### config.mk
export PLATFORM = sky130hd
export DESIGN_NAME = s_spi_slave
export DESIGN_NICKNAME = d
export VERILOG_FILES = /design/src/rtl/s_spi_slave.sv
export SDC_FILE = /design/constraint.sdc
export NUM_CORES = 1
export LEC_CHECK = 0
export BUFFER_PORTS_ARGS = -buffer_cell sky130_fd_sc_hd__buf_2
export CAP_MARGIN = 15
export CORE_MARGIN = 3
export CORE_UTILIZATION = 53
export CTS_BUF_LIST = sky130_fd_sc_hd__clkbuf_4 sky130_fd_sc_hd__clkbuf_8
export CTS_CLUSTER_SIZE = 25
export DETAILED_ROUTE_END_ITERATION = 10
export GPL_TIMING_DRIVEN = 0
export PLACE_DENSITY = 0.78
export SLEW_MARGIN = 25
export SYNTH_ARGS = -nofsm -noshare
export SYNTH_HDL_FRONTEND = slang
export SYNTH_SLANG_ARGS = --single-unit
### constraint.sdc
create_clock -name I_CLK -period 1.5 [get_ports I_CLK]
set_clock_uncertainty 0.05 [all_clocks]
set_input_delay 0.075 -clock I_CLK [delete_from_list [all_inputs] [get_ports I_CLK]]
set_output_delay 0.075 -clock I_CLK [all_outputs]
set_load 0.01 [all_outputs]
### src/rtl/s_spi_slave.sv
// Mode-0 SPI slave, oversampled by I_CLK: 2-flop synchronizers and edge detect,
// a one-deep TX buffer feeding the shifter, and a level-style RX handshake.
module s_spi_slave #(
    parameter int DATA_WIDTH = 8
) (
    input  logic                  I_CLK,
    input  logic                  I_RESETN,
    input  logic                  SCLK,
    input  logic                  SS_N,
    input  logic                  MOSI,
    output logic                  MISO,
    output logic                  MISO_OE,
    input  logic [DATA_WIDTH-1:0] tx_data,
    input  logic                  tx_load,
    output logic                  tx_ready,
    output logic [DATA_WIDTH-1:0] rx_data,
    output logic                  rx_valid,
    input  logic                  rx_ack,
    input  logic                  err_clr,
    output logic                  rx_overrun,
    output logic                  tx_underrun
);

    localparam int CNT_W = $clog2(DATA_WIDTH + 1);
    localparam logic [CNT_W-1:0] LAST_BIT = CNT_W'(DATA_WIDTH - 1);
    localparam logic [CNT_W-1:0] FULL_CNT = CNT_W'(DATA_WIDTH);

    localparam logic [0:0] ST_IDLE   = 1'b0;
    localparam logic [0:0] ST_ACTIVE = 1'b1;

    logic                  sclk_s1_q, sclk_s2_q, sclk_d_q;
    logic                  ss_s1_q, ss_s2_q, ss_d_q;
    logic                  mosi_s1_q, mosi_s2_q;
    logic [1:0]            flush_q;
    logic                  armed_q;

    logic [0:0]            state_q, state_d;
    logic [CNT_W-1:0]      bit_cnt_q, bit_cnt_d;
    logic [DATA_WIDTH-1:0] tx_shift_q, tx_shift_d;
    logic [DATA_WIDTH-1:0] rx_shift_q, rx_shift_d;
    logic [DATA_WIDTH-1:0] buf_q, buf_d;
    logic                  buf_full_q, buf_full_d;
    logic [DATA_WIDTH-1:0] rx_data_q, rx_data_d;
    logic                  rx_valid_q, rx_valid_d;
    logic                  overrun_q, overrun_d;
    logic                  underrun_q, underrun_d;

    logic                  sclk_rise, sclk_fall, ss_fall, ss_rise;
    logic                  consume, complete;
    logic                  overrun_set, underrun_set;

    assign sclk_rise = sclk_s2_q & ~sclk_d_q;
    assign sclk_fall = ~sclk_s2_q & sclk_d_q;
    assign ss_fall   = ~ss_s2_q & ss_d_q;
    assign ss_rise   = ss_s2_q & ~ss_d_q;

    // The select synchronizer resets to "deselected", so a master already holding
    // SS_N low at reset release would look like a fresh falling edge. armed_q only
    // rises once the flushed synchronizer has really seen SS_N high.
    // NOTE: sequential state is written with <= so every flop samples pre-edge values.
    always_ff @(posedge I_CLK or negedge I_RESETN) begin
        if (!I_RESETN) begin
            sclk_s1_q <= 1'b0;
            sclk_s2_q <= 1'b0;
            sclk_d_q  <= 1'b0;
            ss_s1_q   <= 1'b1;
            ss_s2_q   <= 1'b1;
            ss_d_q    <= 1'b1;
            mosi_s1_q <= 1'b0;
            mosi_s2_q <= 1'b0;
            flush_q   <= 2'd0;
            armed_q   <= 1'b0;
        end else begin
            sclk_s1_q <= SCLK;
            sclk_s2_q <= sclk_s1_q;
            sclk_d_q  <= sclk_s2_q;
            ss_s1_q   <= SS_N;
            ss_s2_q   <= ss_s1_q;
            ss_d_q    <= ss_s2_q;
            mosi_s1_q <= MOSI;
            mosi_s2_q <= mosi_s1_q;
            if (flush_q != 2'd3) flush_q <= flush_q + 2'd1;
            armed_q   <= armed_q | ((flush_q == 2'd3) & ss_s2_q);
        end
    end

    // NOTE: every signal assigned here gets its default first, so no latch is inferred.
    always_comb begin
        state_d      = state_q;
        bit_cnt_d    = bit_cnt_q;
        tx_shift_d   = tx_shift_q;
        rx_shift_d   = rx_shift_q;
        buf_d        = buf_q;
        buf_full_d   = buf_full_q;
        rx_data_d    = rx_data_q;
        rx_valid_d   = rx_valid_q;
        consume      = 1'b0;
        complete     = 1'b0;
        overrun_set  = 1'b0;
        underrun_set = 1'b0;

        case (state_q)
            ST_IDLE: begin
                if (ss_fall && armed_q) begin
                    state_d   = ST_ACTIVE;
                    bit_cnt_d = '0;
                    consume   = 1'b1;
                end
            end
            ST_ACTIVE: begin
                if (ss_rise) begin
                    state_d    = ST_IDLE;
                    bit_cnt_d  = '0;
                    rx_shift_d = '0;
                end else if (sclk_rise) begin
                    rx_shift_d = {rx_shift_q[DATA_WIDTH-2:0], mosi_s2_q};
                    bit_cnt_d  = bit_cnt_q + 1'b1;
                    complete   = (bit_cnt_q == LAST_BIT);
                end else if (sclk_fall) begin
                    if (bit_cnt_q == FULL_CNT) begin
                        bit_cnt_d = '0;
                        consume   = 1'b1;
                    end else begin
                        tx_shift_d = tx_shift_q << 1;
                    end
                end
            end
            default: state_d = ST_IDLE;
        endcase

        // A load landing on the consume cycle goes straight to the shifter.
        if (consume) begin
            tx_shift_d   = tx_load ? tx_data : (buf_full_q ? buf_q : '0);
            buf_full_d   = 1'b0;
            underrun_set = ~tx_load & ~buf_full_q;
        end else if (tx_load) begin
            buf_d      = tx_data;
            buf_full_d = 1'b1;
        end

        if (complete) begin
            rx_data_d   = {rx_shift_q[DATA_WIDTH-2:0], mosi_s2_q};
            rx_valid_d  = 1'b1;
            overrun_set = rx_valid_q & ~rx_ack;
        end else if (rx_ack) begin
            rx_valid_d = 1'b0;
        end

        overrun_d  = overrun_set | (overrun_q & ~err_clr);
        underrun_d = underrun_set | (underrun_q & ~err_clr);
    end

    // NOTE: the TX buffer and shifters are plain registers, so they take the async reset too.
    always_ff @(posedge I_CLK or negedge I_RESETN) begin
        if (!I_RESETN) begin
            state_q    <= ST_IDLE;
            bit_cnt_q  <= '0;
            tx_shift_q <= '0;
            rx_shift_q <= '0;
            buf_q      <= '0;
            buf_full_q <= 1'b0;
            rx_data_q  <= '0;
            rx_valid_q <= 1'b0;
            overrun_q  <= 1'b0;
            underrun_q <= 1'b0;
        end else begin
            state_q    <= state_d;
            bit_cnt_q  <= bit_cnt_d;
            tx_shift_q <= tx_shift_d;
            rx_shift_q <= rx_shift_d;
            buf_q      <= buf_d;
            buf_full_q <= buf_full_d;
            rx_data_q  <= rx_data_d;
            rx_valid_q <= rx_valid_d;
            overrun_q  <= overrun_d;
            underrun_q <= underrun_d;
        end
    end

    assign MISO        = (state_q == ST_ACTIVE) & tx_shift_q[DATA_WIDTH-1];
    assign MISO_OE     = (state_q == ST_ACTIVE);
    assign tx_ready    = ~buf_full_q;
    assign rx_data     = rx_data_q;
    assign rx_valid    = rx_valid_q;
    assign rx_overrun  = overrun_q;
    assign tx_underrun = underrun_q;

endmodule
Yosys cells after proc, flatten, opt, wreduce, memory -nomap -nowiden. Cells that the tools add are included.

Register bits after elaboration: 51. Logic and storage cells: 98. Bits in latches: 0. Memories kept: 0. RAM bits: 0. ROM bits: 0.

Reduce and logical (&&, ||, !) cells: 10. Div/mod/pow operators: 0. Bitwise logic cells: 23. Muxes and demuxes: 33. Shifts and indexed selects: 0. Equal/unequal tests: 10. Add/sub/neg operators: 2. $lt $le $gt $ge: 0. Multipliers: 0.

Operator list (count): $mux W8 (8); $mux W4 (5); $mux W1 (15); $mux W7 (2); $and A1 B1 Y1 (10); $not A1 Y1 (10); $reduce_bool A2 Y1 (5); $ne A4 B1 Y1 const B (2); $pmux W4 S2 (1); $ne A2 B2 Y1 const B (3); $reduce_and A5 Y1 (1); $add A4 B1 Y4 const B (1); $eq A4 B3 Y1 const B (1); $eq A4 B4 Y1 const B (1); $ne A2 B1 Y1 const B (2); $pmux W1 S2 (2); $reduce_and A2 Y1 (2); $or A1 B1 Y1 (3); $reduce_and A3 Y1 (1); $add A2 B1 Y2 const B (1); $eq A2 B2 Y1 const B (1); $logic_and A1 B1 Y1 (1).

Depth between registers and ports, before layout.
Word-level depth: 8. Mapped depth: 6.

Worst setup path before layout. No wires, ideal clock.

Path kind: register to register. Start point: register bit_cnt_q[0]. End point: register buf_q[0]. Period minus slack after synthesis: 1.642 ns. Arrival time: 1.467 ns. Setup time: 0.125 ns. Data required time: 1.325 ns. Stages on the path, launching flop included: 7. Setup slack: -0.142 ns. Path through: dfrtp_1 -> inv_1 -> ha_1 -> and3b_2 -> nand2_2 -> o2bb2ai_4 -> mux2_2.

Longest elaborated chain between the ends: 8.

RTL lines: start: declaration (line 38) `logic [CNT_W-1:0] bit_cnt_q, bit_cnt_d;`; start signal: assignment (line 168) `bit_cnt_q <= bit_cnt_d;`; $eq A4 B4 Y1 (line 120) `if (bit_cnt_q == FULL_CNT) begin`; $mux W1 (line 120); $mux W1 (line 119) `end else if (sclk_fall) begin`; $mux W1 (line 115) `end else if (sclk_rise) begin`; $mux W1 (line 111) `if (ss_rise) begin`; $pmux W1 S2 (line 102) `case (state_q)`; $not A1 Y1 (no line); $reduce_and A2 Y1 (no line); end signal: assignment (line 171) `buf_q <= buf_d;`; end: declaration (line 41) `logic [DATA_WIDTH-1:0] buf_q, buf_d;`.

No other way between the ends. A chain may end at the register's enable or synchronous reset.

Worst setup path after layout.
Start point: register ss_d_q. End point: register bit_cnt_q[0].

Longest elaborated chain between the ends: 4. Elaborated cells between the ends (all ways): 10.

RTL lines: start: declaration (line 32) `logic ss_s1_q, ss_s2_q, ss_d_q;`; start signal: assignment (line 79) `ss_d_q <= ss_s2_q;`; $not A1 Y1 / $and A1 B1 Y1 (equally long branches) (line 55, 54); $and A1 B1 Y1 / $logic_and A1 B1 Y1 (equally long branches) (line 55, 104); $ne A4 B1 Y1 (no line), or another cell as far along; $reduce_and A3 Y1 (no line) / $pmux W4 S2 (equally long branches).

Several ways; a longest one is shown, not always the timed one.

==> flow_metrics.tcl <==
set metrics [dict create \
    path_clk_slew_ns 0.10 \
    period_needed_ns 1.732 \
    fin_util_pct 79.86 \
    layout_commonest_cell "dfrtp_1" \
    drv_slew 0 \
    synth_cells 153 \
    antenna_found_initial 0 \
    cts.sinks 51 \
    first_pass_iters 4 \
    postSynthAreaPerCell_sq_um 13.94 \
    hold_viol_final 0 \
    synth-edff-count 0 \
    cts_made_buffers 5 \
    grt_overflow 0 \
    grt_pass1_wl_um 8473 \
    layout_setup_ws_ns -0.2320 \
    ys_ff_latch 51 \
    vias_per_cell 5.843 \
    crit_type "register to register" \
    io_pins 30 \
    ff2ff_setup_slack_ns -0.23 \
    critPathArrivalTime_ns 1.88 \
    area_growth_pct 41.17 \
    die_y_um 69.45 \
    setup_violations 38 \
    cp_max_fo 4 \
    first_iter_violations 70 \
    start_util_pct 56.57 \
    vdd_ir_drop_max_mv 0.8431 \
    drc_errors 0 \
    n_antenna_cell 0 \
    synth_async_sr_flop_share_pct 100.0 \
    io_buffers 29 \
    clockBufferDepth 2 \
    cp_slowest_stage_delay_ns 0.61 \
    fin_cells 274 \
    cts_root_buf "clkbuf_8" \
    syn_nets 172 \
    leakage_uw 0.001481 \
    vias 1601 \
    power_uw 3386 \
    max_cap_viol_count 0 \
    drt_wl_total_um 5446 \
    htreeDepth 2 \
    die_w_um 69.45 \
    slowest_stage "dfstp_2" \
    grt_usage_pct 22.10 \
    placementRows 22 \
    ys.flop_type "dfrtp_1" \
    wl_per_cell_um 19.88 \
    crit_path_end_kind "register" \
    layout.nets 244 \
    startpoint_type "register" \
    clk_latency_ns 0.31 \
    grt_max_degree 28 \
    cts_tree "built" \
    status "finished with violations" \
    p_per_area_nw_per_um2 1124 \
    crit_family "flip-flops" \
    dp_cells 231 \
    slew_headroom_pct 59.84 \
    fmax_mhz 577.4 \
    yosysWarnings 0 \
    core_area_sq_um 3771 \
    gp_congestion 0.7644 \
    path_cells "nand2_4, or3_4, a31o_1, mux2_4" \
    critPathRequiredTime_ns 1.65 \
    hold_class "primary input to register" \
    fin_crit_sh_pct 115.5 \
    violations "setup timing" \
    final_cell_mix "48 x dfrtp_1, 29 x buf_2, 13 x buf_4, 13 x dlygate4sd3_1, 11 x mux2_4" \
    cp.buffers_inverters 0 \
    antenna_left 0 \
    grt_pass1_vias 1691 \
    dp_hpwl_um 2855 \
    layout-drive-gt1-share_pct 52.65 \
    syn-cell-area_sq_um 2133 \
    synth-seq-area-share_pct 60.00 \
    dieArea_sq_um 4823 \
    worst_slew_pin_slew_ns 0.6024 \
    ys_types 41 \
    grt_setup_unrepaired "true" \
]
synth_stat cells, drive strengths merged, types with 2 or more instances:
cell type / number / area (sq um)
a21oi: 2 / 10.01
a22o: 8 / 70.07
a22oi: 14 / 105.1
a31oi: 3 / 25.02
and3: 2 / 17.52
buf: 2 / 12.51
dfrtp: 48 / 1201
dfstp: 3 / 78.83
ha: 3 / 37.54
inv: 7 / 26.27
mux2: 18 / 206.4
nand2: 5 / 21.27
nand2b: 3 / 18.77
nor2: 4 / 15.01
nor2b: 3 / 26.27
o21ai: 10 / 50.04
o22ai: 2 / 18.77
xnor2: 2 / 17.52
power breakdown:
part	internal, uW	switching, uW	total (uW)	leakage (uW)
Clock	497	459	956	0.0000581
Sequential	1550	156	1700	0.000632
Combinational	400	325	725	0.000791
Total	2450	940	3390	0.00148
area by class of cell:
class,count,area (sq um)
clock buffers,5,68.82
inverters,7,26.28
repair buffers,64,504.2
fillers,196,759.5
clock inverters,3,43.79
multi-input cells,93,1006
well taps,48,60.06
flip-flops and latches,51,1280
plain buffers,3,22.52
state kept, by name, indices dropped and copies added (netlist names), 2 cells and up:
signal      flops
flush_q         2
buf_q           8
rx_shift_q      7
rx_data         8
bit_cnt_q       4
tx_shift_q      8
stage by stage:
step	hold slack, ns	setup slack, ns	area, sq um	setup TNS [ns]
floorplan	-0.2706	-0.1154	2141	-1.293
global placement	0.1327	-0.2369	2346	-3.838
detailed placement	0.05683	-0.2994	2366	-5.735
CTS	0.01386	-0.1852	2856	-3.497
global route	0.07054	-0.2624	3012	-7.207
finish	0.03328	-0.2320	3012	-5.724
what timing repair did:
action	CTS	global route
setup buffers	11	11
pin swaps	6	12
endpoints found under the setup margin	38	39
gates cloned	2	0
hold buffers	13	0
resized for setup	31	20
endpoints found under the hold margin	37	0
worst reg2reg max path, stage by stage (launching register included):
cell	delay [ns]
dfstp_2	0.61
nand2_4	0.08
or3_4	0.36
a31o_1	0.26
mux2_4	0.26
kinds of logic (layout without fill, tap and decap cells):
group | count (synthesis) | in the layout | synth area share [%]
adders and majority gates | 3 | 3 | 1.760
AOI/OAI and AO/OA | 45 | 45 | 17.01
and+or+nand+nor | 24 | 25 | 8.739
xor gates and xnor gates | 2 | 2 | 0.8213
DFF | 51 | 51 | 60.00
buffers and inverters | 10 | 82 | 1.994
muxes | 18 | 18 | 9.677
layer usage:
layer | vias to the layer above | share of wire, % | GRT usage, % | wire, um
met5 | - | 0 | 0 | 0
met3 | 8 | 4.7 | 4.058 | 257
met2 | 58 | 54 | 37.71 | 2962
li1 | 708 | - | - | -
met4 | 0 | 1.8 | 7.592 | 98
met1 | 827 | 39 | 28.28 | 2127
final timing paths:
path	endpoint	startpoint	cells past startpoint
worst min-delay path	rx_valid	rx_ack	3
worst max-delay path	bit_cnt_q[0]	ss_d_q	4
worst max register to register	bit_cnt_q[0]	ss_d_q	4
max in group asynchronous	ss_s2_q	I_RESETN	3
min in group asynchronous	rx_data[6]	I_RESETN	2
worst min register to register	sclk_s2_q	sclk_s1_q	0
Note: power is estimated with default switching activity, not from simulation.
